`src/rtl/game_pkg.sv`:
```
// -----------------------------------------------------------------------------
// game_pkg
// Shared definitions for the bottle-flip game controller.
//   - state_t        : FSM state encoding. The low three bits are what the
//                      controller reports on state_o. The single-cycle states
//                      JUDGE and GEN share low bits with FLY and SHIFT, so they
//                      show up as the animation phase they sit inside.
//   - LFSR_TAPS      : Galois tap mask of the right-shifting platform LFSR.
//   - width_map()    : maps five random bits to a platform half-width 4..7.
//   - bcd_digit_add(): one BCD digit add with carry in/out.
// -----------------------------------------------------------------------------
package game_pkg;

   typedef enum logic [3:0] {
      ST_INIT   = 4'd0,
      ST_WAIT   = 4'd1,
      ST_CHARGE = 4'd2,
      ST_FLY    = 4'd3,
      ST_SHIFT  = 4'd4,
      ST_FALL   = 4'd5,
      ST_OVER   = 4'd6,
      ST_JUDGE  = 4'd11,
      ST_GEN    = 4'd12
   } state_t;

   localparam logic [31:0] LFSR_TAPS = 32'h8020_0003;

   function automatic logic [7:0] width_map(input logic [4:0] r);
      if (r < 5'd5)       return 8'd4;
      else if (r < 5'd16) return 8'd5;
      else if (r < 5'd27) return 8'd6;
      else                return 8'd7;
   endfunction

   // Returns {carry_out, digit}. Inputs are valid BCD digits, so the raw sum
   // is at most 19 and a single -10 correction is enough.
   function automatic logic [4:0] bcd_digit_add(input logic [3:0] a,
                                                input logic [3:0] b,
                                                input logic       cin);
      logic [4:0] s;
      s = {1'b0, a} + {1'b0, b} + {4'd0, cin};
      if (s > 5'd9) return {1'b1, 4'(s - 5'd10)};
      else          return {1'b0, s[3:0]};
   endfunction

endpackage

```
`src/rtl/bcd_sat_adder.sv`:
```
// -----------------------------------------------------------------------------
// bcd_sat_adder
// Adds a small binary addend (0..15) to a DIGITS-wide BCD number. If the
// result does not fit, the output clamps to all nines instead of wrapping.
//   a      in  4*DIGITS  BCD operand
//   addend in  4         binary addend
//   sum    out 4*DIGITS  saturated BCD sum
// -----------------------------------------------------------------------------
module bcd_sat_adder
   import game_pkg::*;
#(
   parameter int DIGITS = 4
) (
   input  logic [4*DIGITS-1:0] a,
   input  logic [3:0]          addend,
   output logic [4*DIGITS-1:0] sum
);

   // Addend converted to BCD, padded one digit beyond the operand so a tens
   // digit that has nowhere to go (DIGITS == 1) can be detected as overflow.
   logic [4*DIGITS+3:0] b_ext;
   logic [4*DIGITS-1:0] raw;
   logic                carry;
   logic [4:0]          d;

   always_comb begin
      b_ext = '0;
      if (addend > 4'd9) begin
         b_ext[3:0] = addend - 4'd10;
         b_ext[7:4] = 4'd1;
      end else begin
         b_ext[3:0] = addend;
      end
      raw   = '0;
      carry = 1'b0;
      d     = '0;
      for (int i = 0; i < DIGITS; i++) begin
         d              = bcd_digit_add(a[4*i +: 4], b_ext[4*i +: 4], carry);
         raw[4*i +: 4]  = d[3:0];
         carry          = d[4];
      end
      if (carry || (b_ext[4*DIGITS +: 4] != 4'd0))
         sum = {DIGITS{4'h9}};
      else
         sum = raw;
   end

endmodule

```
`src/rtl/game_ctrl_n.sv`:
```
// -----------------------------------------------------------------------------
// game_ctrl_n
// Bottle-flip game controller: owns the platform queue (filled from a free
// running LFSR), measures jump charge while the button is held, judges the
// landing, and keeps a saturating BCD score, a perfect-combo and lives.
// All game progress is paced by the frame enable `tick`.
//   clk, restart     clock, asynchronous active-high reset
//   tick             one-cycle frame enable
//   press            jump button level (synchronised)
//   sq_width         platform half-widths, entry i at [8i+:8]
//   sq_dist          gap from platform i to i+1
//   sq_layout        direction of gap i (0 right, 1 left)
//   sq_color         colour scheme per platform
//   charge           current / last jump charge
//   fly_step         flight animation progress
//   shift_step       scroll animation progress
//   score            BCD score
//   lives, combo     remaining lives, current perfect combo
//   perfect          one-cycle pulse on a perfect landing
//   state_o          low three bits of the FSM state
// The player stands on queue entry 1 and jumps to entry 2.
// -----------------------------------------------------------------------------
module game_ctrl_n
   import game_pkg::*;
#(
   parameter int          NUM_SQ       = 4,
   parameter int          SCORE_DIGITS = 4,
   parameter int          LIVES        = 3,
   parameter int          COMBO_MAX    = 4,
   parameter int          DIST_MIN     = 13,
   parameter int          DIST_RBITS   = 3,
   parameter int          FLY_STEPS    = 16,
   parameter int          SHIFT_STEPS  = 16,
   parameter int          FALL_TICKS   = 32,
   parameter logic [31:0] LFSR_SEED    = 32'h346B_4A5C
) (
   input  logic                            clk,
   input  logic                            restart,
   input  logic                            tick,
   input  logic                            press,
   output logic [NUM_SQ*8-1:0]             sq_width,
   output logic [(NUM_SQ-1)*8-1:0]         sq_dist,
   output logic [NUM_SQ-2:0]               sq_layout,
   output logic [NUM_SQ-1:0]               sq_color,
   output logic [7:0]                      charge,
   output logic [$clog2(FLY_STEPS):0]      fly_step,
   output logic [$clog2(SHIFT_STEPS):0]    shift_step,
   output logic [4*SCORE_DIGITS-1:0]       score,
   output logic [2:0]                      lives,
   output logic [2:0]                      combo,
   output logic                            perfect,
   output logic [2:0]                      state_o
);

   localparam int         B      = 1;
   localparam int         FW     = $clog2(FLY_STEPS) + 1;
   localparam int         SW     = $clog2(SHIFT_STEPS) + 1;
   localparam int         LW     = $clog2(FALL_TICKS) + 1;
   localparam int         IW     = $clog2(NUM_SQ) + 1;
   localparam logic [7:0] RMASK  = 8'((1 << DIST_RBITS) - 1);

   state_t                 state;
   logic [31:0]            lfsr;
   logic [7:0]             w_q [NUM_SQ];
   logic [7:0]             d_q [NUM_SQ-1];
   logic [NUM_SQ-2:0]      l_q;
   logic [NUM_SQ-1:0]      c_q;
   logic [IW-1:0]          fill_idx;
   logic [LW-1:0]          fall_cnt;
   // Set once the button has been seen released in WAIT; a jump may only
   // start from a fresh press, never from a press held over from before.
   logic                   armed;

   logic [31:0]            lfsr_nxt;
   logic [7:0]             new_width;
   logic [7:0]             new_gap;
   logic                   new_layout;
   logic [7:0]             err;
   logic                   is_perfect;
   logic                   is_hit;
   logic [2:0]             combo_inc;
   logic [3:0]             addend;
   logic [4*SCORE_DIGITS-1:0] score_sum;

   assign state_o   = state[2:0];
   assign sq_layout = l_q;
   assign sq_color  = c_q;

   for (genvar g = 0; g < NUM_SQ; g++) begin : g_width
      assign sq_width[8*g +: 8] = w_q[g];
   end
   for (genvar g = 0; g < NUM_SQ-1; g++) begin : g_dist
      assign sq_dist[8*g +: 8] = d_q[g];
   end

   always_comb begin
      lfsr_nxt   = {1'b0, lfsr[31:1]} ^ (lfsr[0] ? LFSR_TAPS : 32'h0);
      new_width  = width_map(lfsr[4:0]);
      new_gap    = 8'(DIST_MIN) + ({5'd0, lfsr[12:10]} & RMASK);
      // High nibble values keep the scroll direction, otherwise it turns.
      new_layout = (lfsr[3:0] > 4'd13) ? l_q[NUM_SQ-2] : ~l_q[NUM_SQ-2];
      err        = (charge >= d_q[B]) ? (charge - d_q[B]) : (d_q[B] - charge);
      is_perfect = (err == 8'd0);
      is_hit     = (err <= w_q[B+1]);
      combo_inc  = (combo >= 3'(COMBO_MAX)) ? 3'(COMBO_MAX) : combo + 3'd1;
      addend     = is_perfect ? {combo_inc, 1'b0} : 4'd1;
   end

   bcd_sat_adder #(.DIGITS(SCORE_DIGITS)) u_add (
      .a      (score),
      .addend (addend),
      .sum    (score_sum)
   );

   always_ff @(posedge clk or posedge restart) begin
      if (restart) begin
         state      <= ST_INIT;
         lfsr       <= LFSR_SEED;
         for (int i = 0; i < NUM_SQ; i++)   w_q[i] <= '0;
         for (int i = 0; i < NUM_SQ-1; i++) d_q[i] <= '0;
         l_q        <= '0;
         c_q        <= '0;
         fill_idx   <= '0;
         fall_cnt   <= '0;
         armed      <= 1'b0;
         charge     <= '0;
         fly_step   <= '0;
         shift_step <= '0;
         score      <= '0;
         lives      <= 3'(LIVES);
         combo      <= '0;
         perfect    <= 1'b0;
      end else begin
         lfsr    <= lfsr_nxt;
         perfect <= 1'b0;
         if (state != ST_WAIT) armed <= 1'b0;

         case (state)
            ST_INIT: begin
               if (fill_idx == IW'(NUM_SQ)) begin
                  fill_idx <= '0;
                  state    <= ST_WAIT;
               end else begin
                  for (int i = 0; i < NUM_SQ; i++) begin
                     if (fill_idx == IW'(i)) begin
                        w_q[i] <= new_width;
                        c_q[i] <= lfsr[20];
                     end
                  end
                  for (int i = 0; i < NUM_SQ-1; i++) begin
                     if (fill_idx == IW'(i)) begin
                        d_q[i] <= new_gap;
                        l_q[i] <= lfsr[24];
                     end
                  end
                  fill_idx <= fill_idx + IW'(1);
               end
            end

            ST_WAIT: begin
               if (!press) begin
                  armed <= 1'b1;
               end else if (tick && armed) begin
                  armed  <= 1'b0;
                  charge <= 8'd1;
                  state  <= ST_CHARGE;
               end
            end

            ST_CHARGE: begin
               if (tick) begin
                  if (press) begin
                     if (charge != 8'hFF) charge <= charge + 8'd1;
                  end else begin
                     fly_step <= '0;
                     state    <= ST_FLY;
                  end
               end
            end

            ST_FLY: begin
               if (tick) begin
                  fly_step <= fly_step + FW'(1);
                  if (fly_step == FW'(FLY_STEPS - 1)) state <= ST_JUDGE;
               end
            end

            ST_JUDGE: begin
               if (is_perfect) begin
                  combo   <= combo_inc;
                  score   <= score_sum;
                  perfect <= 1'b1;
                  state   <= ST_SHIFT;
               end else if (is_hit) begin
                  combo   <= '0;
                  score   <= score_sum;
                  state   <= ST_SHIFT;
               end else begin
                  combo    <= '0;
                  fall_cnt <= '0;
                  state    <= ST_FALL;
               end
            end

            ST_SHIFT: begin
               if (tick) begin
                  if (shift_step == SW'(SHIFT_STEPS - 1)) begin
                     shift_step <= '0;
                     state      <= ST_GEN;
                  end else begin
                     shift_step <= shift_step + SW'(1);
                  end
               end
            end

            ST_GEN: begin
               for (int i = 0; i < NUM_SQ-1; i++) w_q[i] <= w_q[i+1];
               w_q[NUM_SQ-1] <= new_width;
               for (int i = 0; i < NUM_SQ-2; i++) d_q[i] <= d_q[i+1];
               d_q[NUM_SQ-2] <= new_gap;
               l_q      <= {new_layout, l_q[NUM_SQ-2:1]};
               c_q      <= {lfsr[20], c_q[NUM_SQ-1:1]};
               charge   <= '0;
               fly_step <= '0;
               state    <= ST_WAIT;
            end

            ST_FALL: begin
               if (tick) begin
                  if (fall_cnt == LW'(FALL_TICKS - 1)) begin
                     fall_cnt <= '0;
                     lives    <= lives - 3'd1;
                     // Queue is left alone so the same gap is retried.
                     state    <= (lives == 3'd1) ? ST_OVER : ST_WAIT;
                  end else begin
                     fall_cnt <= fall_cnt + LW'(1);
                  end
               end
            end

            ST_OVER: begin
            end

            default: state <= ST_INIT;
         endcase
      end
   end

endmodule

```
`config.mk`:
```
export PLATFORM = sky130hd
export DESIGN_NAME = game_ctrl_n
export DESIGN_NICKNAME = d
export VERILOG_FILES = /design/src/rtl/game_pkg.sv /design/src/rtl/bcd_sat_adder.sv /design/src/rtl/game_ctrl_n.sv
export SDC_FILE = /design/constraint.sdc
export NUM_CORES = 1
export LEC_CHECK = 0
export BUFFER_PORTS_ARGS = -buffer_cell sky130_fd_sc_hd__buf_2
export CAP_MARGIN = 20
export CORE_ASPECT_RATIO = 0.8
export CORE_MARGIN = 2
export CORE_UTILIZATION = 50
export DETAILED_ROUTE_END_ITERATION = 8
export GPL_TIMING_DRIVEN = 0
export MAX_ROUTING_LAYER = met4
export PLACE_DENSITY = 0.83
export SLEW_MARGIN = 15
export SYNTH_ARGS = -nofsm -noshare
export SYNTH_HDL_FRONTEND = slang
export SYNTH_SLANG_ARGS = --single-unit
```
`constraint.sdc`:
```
create_clock -name clk -period 10.05 [get_ports clk]
set_input_delay 2.01 -clock clk [delete_from_list [all_inputs] [get_ports clk]]
set_output_delay 2.01 -clock clk [all_outputs]
set_load 0.05 [all_outputs]
```
== After elaboration in Yosys (flattened, before gate mapping) ==
Index checks and enable logic that the tools add are counted.

* Reduce and logical (&&, ||, !) cells: 21
* Order comparisons: 12
* Add/subtract/negate cells: 20
* Multiplexer cells: 78
* Equality and inequality tests: 39
* Bitwise logic cells: 3

{| class="wikitable"
|+ Operators by type and width
! cell !! number
|-
| 8-bit 2-to-1 mux || 14
|-
| 32-bit 2-to-1 mux || 2
|-
| 32-bit case mux with 2 select lines || 1
|-
| 4-bit 2-to-1 mux || 14
|-
| 16-bit 2-to-1 mux || 3
|-
| 24-bit case mux with 2 select lines || 1
|-
| 2-bit != test (second input constant) || 21
|-
| 5-bit 2-to-1 mux || 8
|-
| 4-bit case mux with 9 select lines || 1
|-
| 31-bit by 32-bit XOR with 32-bit output || 1
|-
| 24-bit 2-to-1 mux || 1
|-
| 6-bit 2-to-1 mux || 4
|-
| 8-bit case mux with 3 select lines || 1
|-
| 5-bit by 4-bit > comparator with 1-bit output (second input constant) || 4
|-
| 4-bit subtractor (second input constant) || 5
|-
| 1-bit 2-to-1 mux || 18
|-
| 8-bit subtractor || 2
|-
| 4-bit by 1-bit adder with 5-bit output || 3
|-
| 3-bit 2-to-1 mux || 5
|-
| 5-bit case mux with 3 select lines || 1
|-
| 3-bit AND reduction || 5
|-
| 4-bit by 3-bit equality test with 1-bit output (second input constant) || 3
|-
| 6-bit case mux with 2 select lines || 1
|-
| 12-bit AND reduction || 1
|-
| other kinds (37) || 53
|}

* Flip-flop bits (word level): 150
* Output and inout bits: 107
* Word-level logic and storage cells: 199
* Bits of input ports: 4

== Logic depth before layout (Yosys ltp) ==
Gate-level depths: netlist (run 1).

* Depth in word-level cells: 21
* Depth in mapped cells: 41
* Mapped depth without buffers: 39

== By module ==
A second synthesis (run 1) with hierarchy kept.

* Cell total of the unflattened synthesis: 716
* Area total of the unflattened synthesis: 6975.4 µm²

{| class="wikitable"
|+ By module, submodules not included
! module !! cells each !! area each (µm²) !! seq. area each (µm²) !! times used
|-
| game_ctrl_n || 585 || 6072.1 || 3049.2 || 1
|-
| bcd_sat_adder || 131 || 903.4 || 0.0 || 1
|}

== Worst setup path before layout (run 1) ==
Ideal clock, no wire load.

* Path type: flip-flop to flip-flop
* From: register d_q, in the netlist sq_dist[9]
* To: register score[10]
* Period minus slack after synthesis: 8.609 ns
* Library setup time: 0.125 ns
* Buffers on the path: 2
* Cell stages (with the launch flop): 40
* Arrival time: 8.484 ns
* Path slack: 1.441 ns
* Data required time: 9.925 ns
* Cells stage by stage: dfrtp_1 -> inv_1 -> fa_1 -> nand3_4 -> a31oi_4 -> nor2_4 -> mux2i_1 -> xor2_1 -> or3b_1 -> buf_6 -> or3_1 -> ha_1 -> a2111oi_4 -> ha_1 -> xnor2_1 -> and2_1 -> o21ai_0 -> inv_1 -> (+4 left out) -> a21boi_0 -> o22ai_1 -> inv_1 -> ha_1 -> ha_1 -> o21ai_0 -> nor2_1 -> a21oi_1 -> nor2_1 -> ha_1 -> ha_1 -> o21ai_0 -> nor2_1 -> a21oi_1 -> a21oi_1 -> clkbuf_1 -> nor2_1 -> mux2_2

* Longest elaborated chain between the ends: 21
* Elaborated cells between the ends (all ways): 30
* Those cells by class: 9 x add/sub; 7 x order compare; 11 x mux; 3 x reduce/logical

{| class="wikitable"
|+ RTL lines
! item !! line !! source
|-
| start, declared || game_ctrl_n.sv:65 || <nowiki>logic [7:0] d_q [NUM_SQ-1];</nowiki>
|-
| start signal, assigned by index || game_ctrl_n.sv:152 || <nowiki>d_q[i] <= new_gap;</nowiki>
|-
| start signal, assigned by index || game_ctrl_n.sv:220 || <nowiki>d_q[NUM_SQ-2] <= new_gap;</nowiki>
|-
| 8-bit subtractor or 8-bit >= comparator (tied branches) || game_ctrl_n.sv:102 || <nowiki>err = (charge >= d_q[B]) ? (charge - d_q[B]) : (d_q[B] - charge);</nowiki>
|-
| 8-bit 2-to-1 mux * || game_ctrl_n.sv:102 ||
|-
| 8-bit logical NOT || game_ctrl_n.sv:103 || <nowiki>is_perfect = (err == 8'd0);</nowiki>
|-
| 4-bit 2-to-1 mux || game_ctrl_n.sv:106 || <nowiki>addend = is_perfect ? {combo_inc, 1'b0} : 4'd1;</nowiki>
|-
| 4-bit subtractor or 4-bit > comparator (tied branches) || bcd_sat_adder.sv:29, bcd_sat_adder.sv:28 ||
|-
| 4-bit 2-to-1 mux || bcd_sat_adder.sv:28 || <nowiki>if (addend > 4'd9) begin</nowiki>
|-
| 4-bit by 4-bit adder with 5-bit output || game_pkg.sv:41 || <nowiki>s = {1'b0, a} + {1'b0, b} + {4'd0, cin};</nowiki>
|-
| 5-bit by 4-bit > comparator with 1-bit output || game_pkg.sv:42 || <nowiki>if (s > 5'd9) return {1'b1, 4'(s - 5'd10)};</nowiki>
|-
| (+5 left out) || - ||
|-
| 5-bit by 4-bit > comparator with 1-bit output || game_pkg.sv:42 ||
|-
| 5-bit 2-to-1 mux || game_pkg.sv:42 ||
|-
| 4-bit by 1-bit adder with 5-bit output || game_pkg.sv:41 ||
|-
| 5-bit by 4-bit > comparator with 1-bit output || game_pkg.sv:42 ||
|-
| 5-bit 2-to-1 mux || game_pkg.sv:42 ||
|-
| 16-bit 2-to-1 mux || bcd_sat_adder.sv:42 || <nowiki>if (carry || (b_ext[4*DIGITS +: 4] != 4'd0))</nowiki>
|-
| 16-bit 2-to-1 mux || game_ctrl_n.sv:194 || <nowiki>end else if (is_hit) begin</nowiki>
|-
| 16-bit 2-to-1 mux || game_ctrl_n.sv:189 || <nowiki>if (is_perfect) begin</nowiki>
|-
| end signal, assigned || game_ctrl_n.sv:191 || <nowiki>score <= score_sum;</nowiki>
|-
| end signal, assigned || game_ctrl_n.sv:196 || <nowiki>score <= score_sum;</nowiki>
|-
| end, declared || game_ctrl_n.sv:48 || <nowiki>output logic [4*SCORE_DIGITS-1:0] score,</nowiki>
|}

Every way passes the cells marked *; elsewhere a longest branch is shown, timed or not. The select of a mux whose other input is x is not followed.
A chain may end at the register's enable or synchronous reset.

== Worst setup path after layout (run 1) ==
* From: register charge[0]
* To: register score[2]

* Longest elaborated chain between the ends: 21
* Elaborated cells between the ends (all ways): 30
* Those cells by class: 9 x add/sub; 7 x order compare; 11 x mux; 3 x reduce/logical

{| class="wikitable"
|+ RTL lines
! item !! line !! source
|-
| start, declared || game_ctrl_n.sv:45 || <nowiki>output logic [7:0] charge,</nowiki>
|-
| start signal, assigned || game_ctrl_n.sv:173 || <nowiki>if (charge != 8'hFF) charge <= charge + 8'd1;</nowiki>
|-
| 8-bit subtractor or 8-bit >= comparator (tied branches) || game_ctrl_n.sv:102 ||
|-
| 8-bit 2-to-1 mux * || game_ctrl_n.sv:102 ||
|-
| 8-bit logical NOT || game_ctrl_n.sv:103 ||
|-
| 4-bit 2-to-1 mux || game_ctrl_n.sv:106 ||
|-
| 4-bit subtractor or 4-bit > comparator (tied branches) || bcd_sat_adder.sv:29, bcd_sat_adder.sv:28 ||
|-
| 4-bit 2-to-1 mux || bcd_sat_adder.sv:28 ||
|-
| 4-bit by 4-bit adder with 5-bit output || game_pkg.sv:41 ||
|-
| 5-bit by 4-bit > comparator with 1-bit output || game_pkg.sv:42 ||
|-
| (+5 left out) || - ||
|-
| 5-bit by 4-bit > comparator with 1-bit output || game_pkg.sv:42 ||
|-
| 5-bit 2-to-1 mux || game_pkg.sv:42 ||
|-
| 4-bit by 1-bit adder with 5-bit output || game_pkg.sv:41 ||
|-
| 5-bit by 4-bit > comparator with 1-bit output || game_pkg.sv:42 ||
|-
| 5-bit 2-to-1 mux || game_pkg.sv:42 ||
|-
| 16-bit 2-to-1 mux || bcd_sat_adder.sv:42 ||
|-
| 16-bit 2-to-1 mux || game_ctrl_n.sv:194 ||
|-
| 16-bit 2-to-1 mux || game_ctrl_n.sv:189 ||
|}

Marks and branches as above.

==> impl_metrics.ini, run 1 <==
[final_layout]
drive_gt1_share_pct = 24.58
final_area_sq_um = 8257
nFillCells = 1112
n_antenna_cell = 0
syn_to_final_growth_pct = 19.42
nNetsFinal = 881
utilization_pct = 60.93

[min_path]
hold_path_class = reg -> reg

[cts]
clock_sinks = 121
clk_pin_slew_ns = 0.06
ctsHtreeMaxLevel = 4
cts_tree = yes
post_cts_buffers = 0
root_buffer = clkbuf_16
clk-insertion-delay-late_ns = 0.41
numCtsBuffers = 17
ctsLongestPathBuffers = 2

[synthesis]
synth_xor_area_share_pct = 2.135
ys_seq_area_share_pct = 44.10
synth_fa_ha_area_share_pct = 9.121
synth_area_sq_um = 6914
ys.flop_type = dfrtp_1
synth_area_per_cell_sq_um = 9.863
yosys.area_share.simple_pct = 15.26
synth_top_family_by_area = compound AO/OA/AOI/OAI gates
syn_inst = 701
synth_cell_types = 73
async_flop_share_pct = 100.0
synth-seq-cells = 121
synth_mux_area_share_pct = 5.610
synth_compound_area_share_pct = 15.71
synth_edf_count = 0
ys_warn_count = 0

[grt]
grt_max_degree = 73
antenna_found_initial = 0
grt_pass1_wl_mm = 25.87
grt_util_all_layers_pct = 22.85
gr-total-overflow = 0
grt_pass1_vias = 5255

[worst_setup_path]
start_kind = flip-flop
endpoint_kind = flip-flop
crit_fanout = 10
cp.required_ns = 10.35
crit_type = reg -> reg
crit_arrival_ns = 9.64
r2r_slack_ns = 0.71
critical_path.max_stage_delay_ns = 0.45
path_common_cell = ha_1
crit_slowest_cell = dfrtp_1

[die]
row_count = 38
initial_core_util_pct = 51.02
die-height_microns = 109.2
coreArea_sq_um = 13550
die_w_microns = 135.5
die-area_sq_um = 14790
top_level_ports = 111

[route]
drc = 0
totalWireLength_mm = 15.43
drt-initial-drc-count = 575
vias = 5520
dr.pass1.iters = 5
via_per_inst = 5.401
wire_per_inst_microns = 15.10
ant_nets = 0

[sta]
post-route-period-util_pct = 92.93
timing.final.ws_setup_ns = 0.7105
worst_slew_pin_slew_ns = 0.8537
finalHoldViolCount = 0
finalSetupViolCount = 0
tns_ns = 0
fmax_ghz = 0.1071
skew_ns = 0.01025
final_period_minus_worst_setup_slack_ns = 9.340
rsz0062_at_grt = false
slew_violations = 0
relSlewSlack_pct = 43.09

[pwr]
p_per_area_nw_per_um2 = 258.6
p_leak_nw = 4.138
ir_worst_vdd_mv = 0.1704

[placement]
dpl.hpwl_mm = 10.98
dp_slack_ns = 0.6756
postPlaceCellArea_sq_um = 7677
io_buffers = 80
gp_congestion = 0.8491

[run]
maxCapViolations = 0

[outcome]
status = completed
-- critical path, delay by kind of cell, from the launching register on --
family	cells	cell delay [ns]
fa+ha+maj	10	3.05
simple gates	9	1.71
mux	2	0.64
flops	1	0.45
xor+xnor	1	0.19
compound gates	10	1.92
buf+inv	9	1.26
-- cell usage in the layout (no fill, tap or decap), types with 12 or more instances in the layout --
cell / instances
a21oi_1: 40
mux2i_1: 23
clkbuf_16: 17
nand3_1: 24
dfstp_2: 17
buf_4: 32
inv_1: 51
nor2_1: 48
ha_1: 44
buf_2: 82
nor2b_1: 12
conb_1: 29
o21ai_0: 56
nand2_1: 64
dfrtp_1: 104
mux2_2: 14
-- layout make-up --
| class | instances | area, sq um | share of cell area (%) |
|---|---|---|---|
| buffer | 53 | 360.3 | 4.364 |
| clock buffer | 17 | 425.4 | 5.152 |
| clock inverter | 15 | 152.6 | 1.849 |
| inverter | 52 | 200.2 | 2.425 |
| multi-input combinational | 503 | 3416 | 41.37 |
| sequential | 121 | 3049 | 36.93 |
| tap | 180 | 225.2 | 2.728 |
| timing repair buffer | 81 | 427.9 | 5.183 |
-- repair_timing --
item                                    CTS  global route
resized for setup                         0             2
endpoints found under the setup margin    0             7
hold buffers                              0             0
-- worst paths after layout --
check                           from  cells after the start             to
max in group asynchronous    restart                      3       lfsr[14]
max                        charge[0]                     41       score[2]
min reg2reg                 lfsr[13]                      0       lfsr[12]
max reg2reg                charge[0]                     41       score[2]
min                         lfsr[13]                      0       lfsr[12]
min in group asynchronous    restart                      2  shift_step[1]
-- flip-flops by register name (all words and copies together) (netlist names) --
name / count
armed: 1
charge: 8
combo: 3
fall_cnt: 6
fill_idx: 3
fly_step: 5
lfsr: 32
lives: 3
perfect: 1
score: 16
shift_step: 5
sq_color: 4
sq_dist: 15
sq_layout: 3
sq_width: 12
state: 4
-- synthesized netlist by cell type (all sizes together), types with 2 or more instances --
cell	instances	share of area (%)
nor4b	4	0.51
nor3b	5	0.62
o21ai	57	4.2
a211oi	8	0.87
ha	44	8.0
a41o	4	0.63
a22oi	5	0.54
nand2	65	3.6
and2	5	0.45
nor2b	12	1.1
a2111oi	2	0.62
fa	4	1.2
xor2	5	0.63
a311o	2	0.29
nand2b	4	0.36
a21oi	41	3.1
mux2i	23	3.3
a21o	7	0.76
dfstp	17	6.5
a21boi	2	0.22
nor3	11	0.80
o31ai	4	0.43
mux2	14	2.3
or3	4	0.36
clkbuf	11	0.60
or2	2	0.18
nand4	5	0.76
a31oi	9	1.0
and3	6	0.54
inv	52	2.8
xnor2	11	1.5
dfrtp	104	38
o21a	4	0.43
o22ai	8	0.72
o41ai	3	0.38
buf	42	4.6
nor2	50	2.9
nand3	25	2.0
-- metrics by stage --
| step | std cells | hold slack (ns) | power [W] |
|---|---|---|---|
| final | 1022 | 0.3508 | 0.002135 |
| after global routing | 1022 | 0.3593 | 0.002264 |
| after CTS | 1022 | 0.3530 | 0.002139 |
| after detailed placement | 990 | 0.3364 | 0.001531 |
| after global placement | 989 | 0.3327 | 0.001508 |
| after floorplan | 729 | 0.3312 | 0.001337 |
-- metal layers --
metal  GRT usage [%]  vias to the layer above  share of wire [%]
li1                -                     2665                  -
met1           30.61                     2667                 46
met2           35.21                      170                 47
met5               -                        -                  0
met4           7.515                        0                1.5
met3           4.556                       18                5.1
-- power by group --
group / total (W) / internal [W] / switching, W
registers: 0.000633 / 0.000555 / 0.0000778
clock network: 0.000595 / 0.000350 / 0.000246
logic: 0.000907 / 0.000289 / 0.000618
-- logic make-up (layout without fill, tap and decap cells) --
logic type	count (synthesis)	after routing
flip-flops	121	121
adder cells (fa/ha/maj)	48	48
multiplexers	37	37
buffers and inverters	105	218
AO/OA/AOI/OAI	167	167
AND/OR/NAND/NOR	206	206
XOR/XNOR	16	16
other	1	29
Power figures use the tool's default switching activity.
==> run 2, diff against run 1 <==
- CTS_BUF_LIST: unset -> sky130_fd_sc_hd__clkbuf_16
- PLACE_DENSITY: 0.83 -> 0.79
==> impl_metrics.ini, run 2 (synthesized netlist as in run 1, its figures left out) <==
[sta]
worst_slew_pin_slew_ns = 0.8931
finalSetupViolCount = 0
finalHoldViolCount = 0
final_period_minus_worst_setup_slack_ns = 9.274
slew_violations = 0
tns_ns = 0
post-route-period-util_pct = 92.28
skew_ns = 0.01275
relSlewSlack_pct = 40.46
rsz0062_at_grt = false
timing.final.ws_setup_ns = 0.7758
fmax_ghz = 0.1078

[final_layout]
largest_register_ffs = 32
final_cell_mix = 104 x dfrtp_1, 82 x buf_2, 64 x nand2_1
stdcell_count = 1022
nFillCells = 1157
n_antenna_cell = 0
regMostFlops = lfsr
nNetsFinal = 881
syn_to_final_growth_pct = 19.45
final_area_sq_um = 8259
layout_commonest_cell = dfrtp_1
drive_gt1_share_pct = 24.47

[placement]
io_buffers = 80
gp_congestion = 0.8730
dpl.hpwl_mm = 10.63
dp_slack_ns = 0.7095
placed_cells = 990
postPlaceCellArea_sq_um = 7677

[pwr]
p_per_area_nw_per_um2 = 257.6
p_leak_nw = 4.145
ir_worst_vdd_mv = 0.1367

[worst_setup_path]
crit_type = reg -> reg
path_common_cell = ha_1
start_kind = flip-flop
r2r_slack_ns = 0.78
crit_arrival_ns = 9.57
crit_fanout = 10
endpoint_kind = flip-flop
cp.required_ns = 10.35
critPathBufInv = 9
crit_slowest_cell = fa_1
critical_path.max_stage_delay_ns = 0.47
cp_top_family = adder cells

[cts]
cts-hold-fix-buffers = 0
clk_pin_slew_ns = 0.06
ctsLongestPathBuffers = 2
cts_tree = yes
ctsHtreeMaxLevel = 4
clk-insertion-delay-late_ns = 0.41
numCtsBuffers = 17
post_cts_buffers = 0
root_buffer = clkbuf_16
clock_sinks = 121
cts_resized = 0

[grt]
grt_max_degree = 73
grt_util_all_layers_pct = 22.14
grt_pass1_wl_mm = 24.88
antenna_found_initial = 0
gr-total-overflow = 0
grt_pass1_vias = 5022

[route]
drc = 0
dr.pass1.iters = 5
vias = 5474
ant_nets = 0
via_per_inst = 5.356
wire_per_inst_microns = 14.61
drt-initial-drc-count = 471
totalWireLength_mm = 14.93

[die]
die-area_sq_um = 14790
coreArea_sq_um = 13550
row_count = 38
top_level_ports = 111
die_w_microns = 135.5
initial_core_util_pct = 51.02
die-height_microns = 109.2

[run]
maxCapViolations = 0

[min_path]
hold_path_class = reg -> reg

[outcome]
status = completed
## run 2: cell count changes in the layout (fill, tap and decap cells not counted), sizes merged
cell / delta
clkinv: +7
clkinvlp: -1
inv: -7
bufinv: +1
## run 2: worst paths after layout
| check | start | endpoint | depth (start not counted) |
|---|---|---|---|
| min reg2reg | lfsr[13] | lfsr[12] | 0 |
| max in group asynchronous | restart | lfsr[14] | 3 |
| min | lfsr[13] | lfsr[12] | 0 |
| max reg2reg | charge[0] | score[2] | 41 |
| min in group asynchronous | restart | shift_step[0] | 2 |
| max | charge[0] | score[2] | 41 |
## run 2: per-layer routing
metal  track usage (%)  up-vias  routed length (microns)
met5                 -        -                        0
met3             3.952       19                      725
met2             33.18      153                     6832
met1             29.99     2645                     7093
li1                  -     2657                        -
met4             9.077        0                      280
## run 2: stage by stage
| step | hold WS (ns) | utilization, % | power (W) |
|---|---|---|---|
| CTS | 0.3490 | 60.94 | 0.002140 |
| global route | 0.3577 | 60.95 | 0.002257 |
| detailed placement | 0.3367 | 56.66 | 0.001528 |
| global placement | 0.3342 | 56.42 | 0.001510 |
| finish | 0.3476 | 60.95 | 0.002128 |
| floorplan | 0.3312 | - | 0.001337 |
## run 2: power by group
group / total [W] / internal (W) / switching, W
registers: 0.000631 / 0.000555 / 0.0000759
logic: 0.000899 / 0.000289 / 0.000611
clock network: 0.000597 / 0.000365 / 0.000232
## run 2: layout make-up
cell class | instances | area, sq um | area share, %
Clock buffer | 17 | 425.4 | 5.151
Tap cell | 180 | 225.2 | 2.727
Buffer | 53 | 360.3 | 4.363
Multi-Input combinational cell | 503 | 3416 | 41.36
Inverter | 52 | 200.2 | 2.424
Timing Repair Buffer | 81 | 427.9 | 5.181
Sequential cell | 121 | 3049 | 36.92
Clock inverter | 15 | 155.1 | 1.879
==> run 3, diff against run 2 <==
- CTS_BUF_LIST: sky130_fd_sc_hd__clkbuf_16 -> sky130_fd_sc_hd__clkbuf_4
==> impl_metrics.ini, run 3 (synthesized netlist as in run 1, its figures left out) <==
[outcome]
status = completed

[pwr]
p_per_area_nw_per_um2 = 236.6
p_leak_nw = 4.013
ir_worst_vdd_mv = 0.1502

[route]
drt-met1-wl_mm = 7.229
top_layer_used = met4
dr_wl_met3_microns = 654
dr.pass1.iters = 5
wl_met2_mm = 6.711
wire_per_inst_microns = 14.47
drc = 0
via_per_inst = 5.320
drt-initial-drc-count = 457
vias = 5442
totalWireLength_mm = 14.80
ant_nets = 0

[worst_setup_path]
endpoint_kind = flip-flop
path_common_cell = ha_1
crit_fanout = 10
r2r_slack_ns = 0.77
critical_path.max_stage_delay_ns = 0.47
crit_slowest_cell = dfrtp_1
start_kind = flip-flop
cp.required_ns = 10.47
crit_type = reg -> reg
crit_arrival_ns = 9.70

[final_layout]
layout_commonest_cell = dfrtp_1
syn_to_final_growth_pct = 15.24
drive_gt1_share_pct = 24.58
final_area_sq_um = 7968
final_cell_mix = 104 x dfrtp_1, 82 x buf_2, 64 x nand2_1
largest_register_ffs = 32
regMostFlops = lfsr
nNetsFinal = 881
nFillCells = 1204

[grt]
grt_max_degree = 73
grt_util_all_layers_pct = 21.53
grt_pass1_wl_mm = 24.46
antenna_found_initial = 1
grt_pass1_vias = 4957
gr-total-overflow = 0

[die]
die-height_microns = 109.2
row_count = 38
coreArea_sq_um = 13550
initial_core_util_pct = 51.02
top_level_ports = 111
die-area_sq_um = 14790
die_w_microns = 135.5

[cts]
numCtsBuffers = 17
clk-insertion-delay-late_ns = 0.52
clock_sinks = 121
ctsHtreeMaxLevel = 4
root_buffer = clkbuf_4
clk_pin_slew_ns = 0.12
ctsLongestPathBuffers = 2
cts_tree = yes
cts-hold-fix-buffers = 0

[sta]
post-route-period-util_pct = 92.36
skew_ns = 0.01888
worst_slew_pin_slew_ns = 0.8731
tns_ns = 0
slew_violations = 0
final_period_minus_worst_setup_slack_ns = 9.282
relSlewSlack_pct = 41.79
rsz0062_at_grt = false
timing.final.ws_setup_ns = 0.7680
finalSetupViolCount = 0
finalHoldViolCount = 0
fmax_ghz = 0.1077

[placement]
postPlaceCellArea_sq_um = 7677
io_buffers = 80
dp_slack_ns = 0.7095
gp_congestion = 0.8730
dpl.hpwl_mm = 10.63

[run]
maxCapViolations = 0

[min_path]
hold_path_class = reg -> reg
-- run 3: changes by cell type in the layout (fill, tap and decap cells not counted), sizes merged --
cell | before | now
inv | 55 | 54
diode | 0 | 1
clkbuf | 28 | 29
-- run 3: per-layer routing --
layer	GRT usage, %	vias to the layer above
met1	29.64	2617
met2	33.18	146
li1	-	2663
met3	3.440	16
met4	6.473	0
met5	-	-
-- run 3: final cells by class --
type                       instances  area, sq um  area share [%]
multi-input combinational        503         3416           42.87
inverter                          52        200.2           2.513
timing repair buffer              81        427.9           5.371
buffer                            53        360.3           4.523
sequential                       121         3049           38.27
clock inverter                    14        151.4           1.900
antenna                            1        2.502         0.03141
clock buffer                      18        135.1           1.696
tap                              180        225.2           2.827
-- run 3: per-stage QoR --
step / cells / utilization (%) / hold slack [ns] / power (W)
3_3_place_gp: 989 / 56.42 / 0.3342 / 0.001510
5_1_grt: 1023 / 58.80 / 0.3704 / 0.002006
6_report: 1023 / 58.80 / 0.3589 / 0.001885
3_5_place_dp: 990 / 56.66 / 0.3367 / 0.001528
2_1_floorplan: 729 / - / 0.3312 / 0.001337
4_1_cts: 1022 / 58.77 / 0.3611 / 0.001889
-- run 3: path summary, 6_finish.rpt --
path                            cells past startpoint  startpoint             to
max in group asynchronous                           3     restart       lfsr[14]
min in group asynchronous                           2     restart  shift_step[1]
worst min-delay path                                0    lfsr[13]       lfsr[12]
worst max-delay path                               41   charge[0]       score[2]
worst max register to register                     41   charge[0]       score[2]
worst min register to register                      0    lfsr[13]       lfsr[12]
-- run 3: timing repair --
action / CTS / global route
endpoints found under the setup margin: 0 / 6
resized for setup: 0 / 2
setup buffers: 0 / 0
-- run 3: worst max-delay path: cells and delay by family, from the launching register on --
| family | cells | cell delay [ns] |
|---|---|---|
| flops | 1 | 0.47 |
| buf+inv | 9 | 1.22 |
| mux | 2 | 0.64 |
| xor+xnor | 2 | 0.29 |
| fa+ha+maj | 10 | 3.04 |
| simple gates | 8 | 1.58 |
| compound gates | 10 | 1.91 |
-- run 3: power breakdown --
part / leakage [nW] / switching, W / internal (W)
logic: 2.30 / 0.000615 / 0.000289
registers: 1.56 / 0.0000767 / 0.000554
clock network: 0.153 / 0.000199 / 0.000152
